File: config.mk
export PLATFORM = sky130hd
export DESIGN_NAME = memory_access
export DESIGN_NICKNAME = d
export VERILOG_FILES = /design/src/rtl/core_pkg.sv /design/src/rtl/mem_watchdog.sv /design/src/rtl/memory_access.sv
export SDC_FILE = /design/constraint.sdc
export NUM_CORES = 1
export LEC_CHECK = 0
export ABC_AREA = 1
export CAP_MARGIN = 20
export CORE_MARGIN = 2
export CORE_UTILIZATION = 38
export CTS_CLUSTER_DIAMETER = 50
export DETAILED_ROUTE_END_ITERATION = 6
export PLACE_DENSITY_LB_ADDON = 0.1
export REMOVE_ABC_BUFFERS = 1
export SYNTH_ARGS = -nofsm -noshare
export SYNTH_HDL_FRONTEND = slang
export SYNTH_SLANG_ARGS = --single-unit
File: constraint.sdc
create_clock -name clock -period 1.9 [get_ports clock]
set_input_delay 0.19 -clock clock [delete_from_list [all_inputs] [get_ports clock]]
set_output_delay 0.19 -clock clock [all_outputs]
set_load 0.05 [all_outputs]
File: src/rtl/core_pkg.sv
// Shared definitions for the memory-access pipeline stage.
//  - Opcode and funct3 constants used by the decode in memory_access.
//  - mem_state_t : stage FSM states.
//  - wb_elements : writeback record presented to the register-file port.
package core_pkg;

  localparam int CORE_XLEN   = 32;
  localparam int CORE_RIDX_W = 5;

  localparam logic [7:0] OP_ALU    = 8'h33;
  localparam logic [7:0] OP_ALUI   = 8'h13;
  localparam logic [7:0] OP_LOAD   = 8'h03;
  localparam logic [7:0] OP_STORE  = 8'h23;
  localparam logic [7:0] OP_JAL    = 8'h6f;
  localparam logic [7:0] OP_BRANCH = 8'h63;
  localparam logic [2:0] F3_WORD   = 3'h2;

  typedef enum logic [1:0] {
    IDLE = 2'd0,
    MEM  = 2'd1,
    HOLD = 2'd2
  } mem_state_t;

  typedef struct packed {
    logic                   we;
    logic [CORE_RIDX_W-1:0] rd;
    logic [CORE_XLEN-1:0]   rd_d;
    logic [CORE_XLEN-1:0]   pc;
  } wb_elements;

  // Register-file write enable for an incoming record. Only word-wide loads
  // count as loads; a load opcode with any other funct3 is an unknown op and
  // does not write. Writes to x0 are suppressed.
  function automatic logic wb_write_en(input logic [7:0] op,
                                       input logic [2:0] funct3,
                                       input logic [CORE_RIDX_W-1:0] rd);
    logic we;
    we = (op == OP_ALU) || (op == OP_ALUI) || (op == OP_JAL) ||
         ((op == OP_LOAD) && (funct3 == F3_WORD));
    return we && (rd != '0);
  endfunction

endpackage

File: src/rtl/mem_watchdog.sv
// Ack watchdog for the memory-access stage (built only with MEM_TIMEOUT_EN).
//  clock, reset_n : clock, asynchronous active-low reset
//  run            : high while a memory request is outstanding
//  expire         : high during the TIMEOUT_CYC-th consecutive cycle of run
module mem_watchdog #(
  parameter int TIMEOUT_CYC = 16
) (
  input  logic clock,
  input  logic reset_n,
  input  logic run,
  output logic expire
);

  localparam int CW = $clog2(TIMEOUT_CYC + 1);
  localparam logic [CW-1:0] LAST = CW'(TIMEOUT_CYC - 1);

  logic [CW-1:0] count;

  // NOTE: sequential state is written with non-blocking assignments so every
  // flop samples pre-edge values regardless of block ordering.
  always_ff @(posedge clock or negedge reset_n) begin
    if (!reset_n) begin
      count <= '0;
    end else if (!run) begin
      count <= '0;
    end else if (count != LAST) begin
      count <= count + 1'b1;
    end
  end

  // Count is 0 in the first request cycle, so LAST marks cycle TIMEOUT_CYC.
  assign expire = run && (count == LAST);

endmodule

File: src/rtl/memory_access.sv
// Memory-access pipeline stage, downstream of execute.
// Accepts one executed instruction per in_valid/in_ready handshake, performs
// word LW/SW over a req/ack data-memory bus, passes ALU/JAL results through,
// and presents a writeback record on out_* with an out_valid/out_ready handshake.
//  clock, reset_n          : clock, asynchronous active-low reset
//  in_*                    : execute result (op, funct3, rd, rd_d, addr, memw_d, pc)
//  dmem_*                  : data-memory bus (req/we/addr/wdata out, ack/rdata in)
//  out_*                   : writeback record (we, rd, rd_d, pc)
//  mem_err                 : sticky ack-timeout flag
// Build option: define MEM_TIMEOUT_EN to abort requests not acked within
// TIMEOUT_CYC cycles; otherwise MEM waits indefinitely and mem_err is 0.
module memory_access
  import core_pkg::*;
#(
  parameter int XLEN        = CORE_XLEN,
  parameter int RIDX_W      = CORE_RIDX_W,
  parameter int TIMEOUT_CYC = 16
) (
  input  logic              clock,
  input  logic              reset_n,
  input  logic              in_valid,
  output logic              in_ready,
  input  logic [7:0]        in_op,
  input  logic [2:0]        in_funct3,
  input  logic [RIDX_W-1:0] in_rd,
  input  logic [XLEN-1:0]   in_rd_d,
  input  logic [XLEN-1:0]   in_addr,
  input  logic [XLEN-1:0]   in_memw_d,
  input  logic [XLEN-1:0]   in_pc,
  output logic              dmem_req,
  output logic              dmem_we,
  output logic [XLEN-1:0]   dmem_addr,
  output logic [XLEN-1:0]   dmem_wdata,
  input  logic              dmem_ack,
  input  logic [XLEN-1:0]   dmem_rdata,
  output logic              out_valid,
  input  logic              out_ready,
  output logic              out_we,
  output logic [RIDX_W-1:0] out_rd,
  output logic [XLEN-1:0]   out_rd_d,
  output logic [XLEN-1:0]   out_pc,
  output logic              mem_err
);

  mem_state_t state;
  wb_elements wb;
  logic       mem_we;
  logic [XLEN-1:0] mem_addr;
  logic [XLEN-1:0] mem_wdata;

  logic in_is_load;
  logic in_is_store;
  logic accept;
  logic timeout;

  assign in_is_load  = (in_op == OP_LOAD)  && (in_funct3 == F3_WORD);
  assign in_is_store = (in_op == OP_STORE) && (in_funct3 == F3_WORD);

  // HOLD can take a new record in the same cycle its current one drains.
  assign in_ready = (state == IDLE) || ((state == HOLD) && out_ready);
  assign accept   = in_valid && in_ready;

`ifdef MEM_TIMEOUT_EN
  logic err_q;

  mem_watchdog #(.TIMEOUT_CYC(TIMEOUT_CYC)) u_watchdog (
    .clock  (clock),
    .reset_n(reset_n),
    .run    (state == MEM),
    .expire (timeout)
  );

  always_ff @(posedge clock or negedge reset_n) begin
    if (!reset_n) begin
      err_q <= 1'b0;
    end else if ((state == MEM) && timeout && !dmem_ack) begin
      err_q <= 1'b1;
    end
  end

  assign mem_err = err_q;
`else
  assign timeout = 1'b0;
  assign mem_err = 1'b0;
`endif

  always_ff @(posedge clock or negedge reset_n) begin
    if (!reset_n) begin
      state     <= IDLE;
      wb        <= '0;
      mem_we    <= 1'b0;
      mem_addr  <= '0;
      mem_wdata <= '0;
    end else begin
      case (state)
        IDLE, HOLD: begin
          if (accept) begin
            wb.we     <= wb_write_en(in_op, in_funct3, in_rd);
            wb.rd     <= in_rd;
            wb.rd_d   <= in_rd_d;
            wb.pc     <= in_pc;
            mem_we    <= in_is_store;
            mem_addr  <= in_addr;
            mem_wdata <= in_memw_d;
            state     <= (in_is_load || in_is_store) ? MEM : HOLD;
          end else if ((state == HOLD) && out_ready) begin
            state <= IDLE;
          end
        end
        MEM: begin
          // An ack on the watchdog's limit cycle completes normally.
          if (dmem_ack) begin
            if (!mem_we) wb.rd_d <= dmem_rdata;
            state <= HOLD;
          end else if (timeout) begin
            wb.we <= 1'b0;
            state <= HOLD;
          end
        end
        default: state <= IDLE;
      endcase
    end
  end

  assign dmem_req   = (state == MEM);
  assign dmem_we    = dmem_req && mem_we;
  assign dmem_addr  = mem_addr;
  assign dmem_wdata = mem_wdata;

  assign out_valid = (state == HOLD);
  assign out_we    = wb.we;
  assign out_rd    = wb.rd;
  assign out_rd_d  = wb.rd_d;
  assign out_pc    = wb.pc;

endmodule

=== Word-level counts from Yosys, hierarchy flattened ===
Cells that the tools add are included.

* Logic and storage cells: 47
* Bits of input ports: 181
* Register bits: 137

* Equal/unequal tests: 12
* Reduce and logical (&&, ||, !) cells: 18
* Muxes and demuxes: 9

{| class="wikitable"
|+ Operators by type and width
! cell !! count
|-
| 2-to-1 mux 32 bit || 2
|-
| 2-to-1 mux 64 bit || 1
|-
| one-hot mux 32 bit (2 select lines) || 1
|-
| == test 8 x 6 -> 1 bit (second input constant) || 2
|-
| == test 8 x 2 -> 1 bit (second input constant) || 1
|-
| == test 8 x 5 -> 1 bit (second input constant) || 1
|-
| == test 8 x 7 -> 1 bit (second input constant) || 1
|-
| 2-to-1 mux 2 bit || 4
|-
| logical AND 1 bit || 6
|-
| logical OR 1 bit || 5
|-
| nonzero test 5 bit || 1
|-
| inequality test 2 bit (second input constant) || 2
|-
| one-hot mux 2 bit (2 select lines) || 1
|-
| AND reduction 2 bit || 2
|-
| AND reduction 4 bit || 1
|-
| == test 3 x 2 -> 1 bit (second input constant) || 1
|-
| inequality test 3 bit (second input constant) || 1
|-
| == test 2 x 1 -> 1 bit (second input constant) || 1
|-
| == test 2 bit (second input constant) || 1
|-
| logical NOT 2 bit || 1
|-
| inequality test 2 x 1 -> 1 bit (second input constant) || 1
|-
| nonzero test 2 bit || 1
|-
| OR reduction 2 bit || 1
|}

=== Logic depth before layout (Yosys ltp) ===
Gate-level depths: netlist of run 1.

* Depth in word-level cells: 6
* Mapped depth: 9

=== Least setup slack after synthesis of run 1 ===
Ideal clock, no wire load.

* Kind: flip-flop to flip-flop
* Start point: register state[1]
* End point: register wb, in the netlist out_rd_d[20]
* Path slack: 0.372 ns
* Clock period less this slack: 1.528 ns
* Required time: 1.831 ns
* Cell stages (with the launch flop): 5
* Buffers on the path: 1
* Arrival: 1.460 ns
* Cell sequence: dfrtp_1 -> nor2_4 -> buf_1 -> nand3_1 -> nand3_1

{| class="wikitable"
|+ RTL lines
! what !! line !! source
|-
| from (decl) || memory_access.sv:45 || <nowiki>mem_state_t state;</nowiki>
|-
| from (signal assigned) || memory_access.sv:105 || <nowiki>state <= (in_is_load || in_is_store) ? MEM : HOLD;</nowiki>
|-
| == test 2 x 1 -> 1 bit * || n/a ||
|-
| via dmem_req || memory_access.sv:30 || <nowiki>output logic dmem_req,</nowiki>
|-
| inequality test 2 bit (no line), or another cell as far along || n/a ||
|-
| AND reduction 4 bit (no line) || n/a ||
|-
| to (decl) || memory_access.sv:46 || <nowiki>wb_elements wb;</nowiki>
|}

Mark *: on every way through the listed nets, which the timed path passes. The rest lies on a longest branch.
A chain may end at the register's enable or synchronous reset.

=== Worst setup path after layout of run 1 ===
* Start point: register state[1]
* End point: output dmem_we

* Longest elaborated chain between the ends: 2

{| class="wikitable"
|+ Ends and longest elaborated chain
! what !! line !! source
|-
| == test 2 x 1 -> 1 bit || memory_access.sv:125 || <nowiki>assign dmem_req = (state == MEM);</nowiki>
|-
| logical AND 1 bit || memory_access.sv:126 || <nowiki>assign dmem_we = dmem_req && mem_we;</nowiki>
|-
| to (decl) || memory_access.sv:31 || <nowiki>output logic dmem_we,</nowiki>
|}

No other way between the ends.

==> results of run 1 <==
[per-stage QoR]
step,total power [mW],utilization (%),hold slack [ns]
6_report,10.9,67.7,0.289
5_1_grt,11.4,67.7,0.309
4_1_cts,11.0,67.7,0.287
3_5_place_dp,7.65,63.5,0.166
3_3_place_gp,7.63,63.5,0.168
2_1_floorplan,5.92,-,-0.106
[per-layer routing]
layer,up-vias,share of wire [%],GRT usage [%]
li1,2738,-,-
met1,2557,41,29.7
met2,238,48,39.2
met3,24,8.9,7.22
met4,0,2.1,8.82
met5,-,0,0
[area by class of cell]
| cell class | count | area, sq um | share of cell area (%) |
|---|---|---|---|
| tap | 184 | 230 | 2.35 |
| sequential | 137 | 3430 | 34.9 |
| timing repair buffer | 343 | 3530 | 36.0 |
| clock buffer | 25 | 515 | 5.26 |
| multi-input combinational | 479 | 1960 | 20.0 |
| clock inverter | 7 | 87.6 | 0.893 |
| inverter | 14 | 55.1 | 0.561 |
[logic make-up after synthesis]
logic type	after synthesis	share of synthesized area, %
other cells	1	0.0667
compound gates	5	0.468
flops	137	61.0
simple gates	473	34.1
buf+inv	53	4.39
[placed cells by master (no fill, tap or decap)]
| cell | count |
|---|---|
| nor2_1 | 11 |
| buf_4 | 16 |
| nand3_1 | 96 |
| clkbuf_16 | 17 |
| conb_1 | 1 |
| o21ai_0 | 2 |
| nand3_4 | 1 |
| o22ai_1 | 1 |
| dfrtp_1 | 137 |
| clkbuf_1 | 2 |
| inv_1 | 12 |
| nand4_1 | 1 |
| buf_12 | 14 |
| clkdlybuf4s50_1 | 311 |
| clkinvlp_4 | 1 |
| bufinv_16 | 2 |
| clkinv_2 | 4 |
| nand3_2 | 1 |
| buf_6 | 1 |
| inv_2 | 1 |
| inv_4 | 1 |
| clkbuf_8 | 6 |
| nor3_1 | 2 |
| a21oi_1 | 2 |
| nand2_1 | 360 |
| nor2_4 | 1 |
| dlygate4sd3_1 | 1 |
[power by group]
part           internal (mW)  total, mW  switching (mW)
Clock                   2.13       3.33            1.19
Combinational           1.43       3.96            2.53
Sequential              3.38       3.63           0.253
[Yosys cell counts (2+ instances only)]
library cell and instances:
a21oi_1 2, buf_1 2, buf_2 17, buf_4 7, clkbuf_1 13, dfrtp_1 137
inv_1 12, inv_2 2, nand2_1 360, nand3_1 97, nor2_1 11, nor3_1 2
o21ai_0 2
[state kept, by name, indices dropped and copies added (netlist names)]
name        cells
dmem_addr      32
state           2
out_rd_d       32
dmem_wdata     32
out_pc         32
mem_we          1
out_we          1
out_rd          5
[what timing repair did]
action | in CTS | in global routing
gates resized for setup | 0 | 0
hold endpoints to repair | 46 | 0
hold buffers | 1 | 0
setup endpoints to repair | 0 | 0
[worst max path at each step]
| stage | start | end | slack [ns] | depth (start not counted) |
|---|---|---|---|---|
| detailed placement | out_ready | out_rd_d[27] | 0.16 | 9 |
| floorplan | state[1] | out_rd_d[29] | -3.61 | 7 |
| global route | state[1] | dmem_we | 0.0008 | 4 |
| CTS | out_rd_d[24] | out_rd_d[24] | 0.06 | 1 |
| global placement | out_ready | out_we | 0.19 | 8 |
| finish | state[1] | dmem_we | 0.08 | 4 |
==> insert_results.sql, run 1 <==
INSERT INTO impl_metrics (metric_group, metric, value, unit) VALUES
('worst_setup_path', 'worst-r2r-setup-slack', '0.43', 'ns'),
('global_route', 'antenna_violations_before_repair', '0', ''),
('layout', 'final_cell_area', '0.00981', 'sq mm'),
('timing', 'tns', '0', 'ns'),
('timing', 'timing_hold_violations_final', '0', ''),
('timing', 'timing.final.crit_share', '95.6', '%'),
('worst_setup_path', 'worst_ep_arrival_time', '1.63', 'ns'),
('routing', 'detailroute.via_count', '5557', ''),
('routing', 'drt_first_pass_iters', '4', ''),
('global_route', 'globalRouteOverflowTotal', '0', ''),
('timing', 'max_clock_freq', '551', 'MHz'),
('clock_network', 'cts-root-buf', 'clkbuf_16', ''),
('clock_network', 'cts_post_setup_buffers_inserted', '0', ''),
('power_and_ir_drop', 'powerDensity', '1110', 'mW/mm^2'),
('routing', 'drt-vias-per-instance', '4.67', ''),
('floorplan', 'row_count', '44', ''),
('global_route', 'grtUsageTotal', '23.8', '%'),
('yosys', 'post_synth_edffs', '0', ''),
('power_and_ir_drop', 'power.leakage', '4.71', 'nW'),
('clock_network', 'cts.clk_slew.worst_paths', '0.06', 'ns'),
('clock_network', 'cts_buffers', '17', ''),
('yosys', 'post-synth-top-area-cell', 'dfrtp_1', ''),
('floorplan', 'core_region_area', '0.0145', 'sq mm'),
('timing', 'timing.max_slew.rel_slack', '61.9', '%'),
('worst_setup_path', 'timing.critical_path.buf_inv', '2', ''),
('worst_setup_path', 'cp_slowest_cell', 'dfrtp_1', ''),
('status', 'status', 'complete, no violations', ''),
('worst_setup_path', 'critical-path-top-delay-family', 'simple AND/OR/NAND/NOR gates', ''),
('placed_design', 'place_area', '0.00920', 'sq mm'),
('clock_network', 'clk_latency', '0.41', 'ns'),
('min_path', 'hp-class', 'in2async', ''),
('clock_network', 'cts_htree_levels', '4', ''),
('yosys', 'seq_area_frac_synth', '61.0', '%'),
('layout', 'design.final.nets', '1173', ''),
('layout', 'layout.cells.non_filler', '1189', ''),
('routing', 'totalWireLength', '18.7', 'mm'),
('yosys', 'synth_top_flop_cell', 'dfrtp_1', ''),
('timing', 'timing.final.setup_violations', '0', ''),
('floorplan', 'boundaryPins', '320', ''),
('yosys', 'synthTopCellsByArea', 'dfrtp_1 61%, nand2_1 24%, nand3_1 8.6%', ''),
('yosys', 'ys_warn_count', '0', ''),
('worst_setup_path', 'r2r.worst_path.cells', '6', ''),
('worst_setup_path', 'crit_type', 'reg2out', ''),
('yosys', 'area_of_the_mapped_netlist', '0.00562', 'sq mm'),
('floorplan', 'die_width', '126', 'um'),
('floorplan', 'chipHeight', '126', 'um'),
('layout', 'share_of_cells_above_drive_strength_1', '6.57', '%'),
('yosys', 'mapped_cells', '669', ''),
('layout', 'fillCellCount', '1189', ''),
('power_and_ir_drop', 'irDropWorstVdd', '0.541', 'mV'),
('placed_design', 'dp_hpwl', '13.5', 'mm'),
('worst_setup_path', 'critical_path_peak_fanout', '6', ''),
('timing', 'worstMarginPinSlew', '0.570', 'ns'),
('yosys', 'synth_top_area_share', '61.0', '%'),
('timing', 'layout_min_cycle_time', '1.82', 'ns'),
('routing', 'drc_errors', '0', ''),
('placed_design', 'port-buffer-count', '318', ''),
('layout', 'flow.area_growth_from_synthesis', '74.5', '%'),
('yosys', 'yosys_register_bits', '137', ''),
('yosys', 'syn_avg_cell_area', '8.40', 'sq um'),
('floorplan', 'overall_die_area', '0.0158', 'sq mm'),
('placed_design', 'gp_routability_congestion', '0.809', ''),
('placed_design', 'placedCellCount', '1156', ''),
('placed_design', 'detailedPlace.worstSlack', '0.157', 'ns'),
('yosys', 'post_synth_cell_types', '18', ''),
('timing', 'final-max-slew-violation-count', '0', ''),
('timing', 'grt_setup_unrepaired', 'false', ''),
('clock_network', 'cts_buffer_depth', '2', ''),
('global_route', 'grt_first_pass_wirelength', '29.5', 'mm'),
('routing', 'routed_wire_length_per_instance', '15.7', 'um'),
('clock_network', 'numClockSinks', '137', '');
No activity file was read; power rests on OpenSTA's default activity.
==> run 2: changes to the inputs <==
Settings changed: CORE_MARGIN 2 to 4.
==> run 2 against run 1 <==
Net effect: via count down 1.1%; largest cell class is now registers; count of clock-buffer cells in the layout did not move; die area is 6.5% higher; critical path type unchanged; sequential share of layout area rose by 0.61 points; first-iteration DRC count decreased by 8.8%; critical path depth fell by 3; combinational power fell by 2%; clock power decreased by 3%; routed wire length grew 1.9%.
==> insert_results.sql, run 2 (synthesis gave the netlist of run 1 again) <==
INSERT INTO impl_metrics (metric_group, metric, value, unit) VALUES
('clock_network', 'tritoncts', 'built', ''),
('timing', 'worstMarginPinSlew', '0.558', 'ns'),
('clock_network', 'numClockSinks', '137', ''),
('worst_setup_path', 'cp.depth', '1', ''),
('clock_network', 'cts_buffer_depth', '2', ''),
('power_and_ir_drop', 'irDropWorstVdd', '0.583', 'mV'),
('layout', 'share_of_cells_above_drive_strength_1', '5.43', '%'),
('power_and_ir_drop', 'power.total', '10.8', 'mW'),
('worst_setup_path', 'cp_slowest_cell', 'clkdlybuf4s50_1', ''),
('placed_design', 'place_area', '0.00904', 'sq mm'),
('global_route', 'grt_first_pass_wirelength', '28.6', 'mm'),
('layout', 'final_cell_area', '0.00964', 'sq mm'),
('clock_network', 'cts_buffers', '17', ''),
('layout', 'flow.area_growth_from_synthesis', '71.5', '%'),
('timing', 'timing_hold_violations_final', '0', ''),
('layout', 'design.final.nets', '1162', ''),
('layout', 'final_cell_mix', '360 x nand2_1, 313 x clkdlybuf4s50_1, 137 x dfrtp_1, 96 x nand3_1, 17 x clkbuf_16', ''),
('worst_setup_path', 'crit_type', 'reg2out', ''),
('timing', 'grt_setup_unrepaired', 'false', ''),
('routing', 'routed_wire_length_per_instance', '16.1', 'um'),
('timing', 'final-max-slew-violation-count', '0', ''),
('timing', 'layout_min_cycle_time', '1.80', 'ns'),
('power_and_ir_drop', 'power.leakage', '4.62', 'nW'),
('placed_design', 'placedCellCount', '1145', ''),
('worst_setup_path', 'cp_slowest_stage_delay', '0.82', 'ns'),
('global_route', 'grtUsageTotal', '22.3', '%'),
('layout', 'finalCoreUtilization', '66.3', '%'),
('worst_setup_path', 'critical_path_peak_fanout', '2', ''),
('min_path', 'hp-class', 'in2async', ''),
('layout', 'layout.cells.non_filler', '1178', ''),
('clock_network', 'cts_htree_levels', '4', ''),
('worst_setup_path', 'timing.critical_path.buf_inv', '1', ''),
('floorplan', 'row_count', '44', ''),
('placed_design', 'gp_routability_congestion', '0.844', ''),
('floorplan', 'boundaryPins', '320', ''),
('worst_setup_path', 'startpoint_type', 'register', ''),
('placed_design', 'detailedPlace.worstSlack', '0.206', 'ns'),
('routing', 'totalWireLength', '19.0', 'mm'),
('timing', 'timing.final.crit_share', '94.7', '%'),
('layout', 'antenna_cells', '0', ''),
('clock_network', 'clk_latency', '0.41', 'ns'),
('timing', 'pnr_worst_setup_slack', '0.0998', 'ns'),
('worst_setup_path', 'worst_ep_arrival_time', '1.61', 'ns'),
('floorplan', 'overall_die_area', '0.0168', 'sq mm'),
('clock_network', 'cts_post_setup_buffers_inserted', '0', ''),
('timing', 'tns', '0', 'ns'),
('routing', 'drt_first_iter_violations', '279', ''),
('worst_setup_path', 'reg2reg_end', 'out_rd_d[25]', ''),
('worst_setup_path', 'cp_cell_sequence', 'clkdlybuf4s50_1', ''),
('global_route', 'antenna_violations_before_repair', '0', ''),
('worst_setup_path', 'critical-path-top-delay-family', 'buffers and inverters', ''),
('flow_run', 'max_cap_violations', '0', ''),
('worst_setup_path', 'worstPathRequired', '1.71', 'ns'),
('global_route', 'grt_start_max_net_pins', '100', ''),
('timing', 'hold-worst-slack', '0.258', 'ns'),
('power_and_ir_drop', 'powerDensity', '1120', 'mW/mm^2'),
('timing', 'timing.max_slew.rel_slack', '62.7', '%'),
('routing', 'drc_errors', '0', ''),
('floorplan', 'core_region_area', '0.0145', 'sq mm'),
('timing', 'maximum_clock_skew_at_final_layout', '0.00669', 'ns'),
('routing', 'drt_first_pass_iters', '5', ''),
('floorplan', 'starting_density_of_the_core', '38.7', '%'),
('worst_setup_path', 'worst-r2r-setup-slack', '0.40', 'ns'),
('routing', 'drt-vias-per-instance', '4.67', ''),
('layout', 'final_common_cell', 'nand2_1', ''),
('worst_setup_path', 'setup.worst_path.end_class', 'primary output', ''),
('worst_setup_path', 'reg2reg_from', 'state[1]', ''),
('floorplan', 'chipHeight', '130', 'um'),
('status', 'status', 'complete, no violations', ''),
('floorplan', 'die_width', '130', 'um'),
('clock_network', 'cts-root-buf', 'clkbuf_16', ''),
('global_route', 'via_count_of_the_first_global_routing_pass', '5170', ''),
('routing', 'detailroute.via_count', '5496', ''),
('global_route', 'globalRouteOverflowTotal', '0', ''),
('worst_setup_path', 'r2r.worst_path.cells', '6', ''),
('routing', 'ant_nets', '0', ''),
('timing', 'timing.final.setup_violations', '0', ''),
('placed_design', 'dp_hpwl', '13.5', 'mm'),
('placed_design', 'port-buffer-count', '318', ''),
('clock_network', 'cts.clk_slew.worst_paths', '0.06', 'ns'),
('timing', 'max_clock_freq', '556', 'MHz');
==> run 2: layout make-up <==
type | count | area [sq um]
tap | 184 | 230
fill | 1245 | 4890
sequential | 137 | 3430
clock inverter | 7 | 62.6
timing repair buffer | 332 | 3380
clock buffer | 25 | 526
multi-input combinational | 479 | 1960
inverter | 14 | 55.1
==> run 2: timing repair <==
item	CTS	global route
resized for setup	0	0
hold endpoints to repair	41	0
setup endpoints to repair	0	0
hold buffers	1	0
==> run 2: worst max-delay path by stage <==
stage,startpoint,end,slack [ns]
detailed placement,out_ready,out_pc[4],0.21
global placement,out_ready,out_rd_d[19],0.22
CTS,out_pc[3],out_pc[3],0.06
floorplan,state[1],out_rd_d[29],-3.61
global route,state[1],dmem_req,0.04
finish,dmem_wdata[16],dmem_wdata[16],0.1
==> run 2: metal layers <==
metal,vias to the layer above,wire [um],global-route usage (%)
met5,-,0,0
met4,0,333,7.27
met3,25,2190,9.32
met2,235,9080,36.0
met1,2525,7420,27.2
li1,2711,-,-
==> run 2: power breakdown <==
group	leakage [nW]	switching, mW	internal, mW
registers	1.69	0.254	3.38
logic	2.64	2.52	1.37
clock network	0.295	1.19	2.03
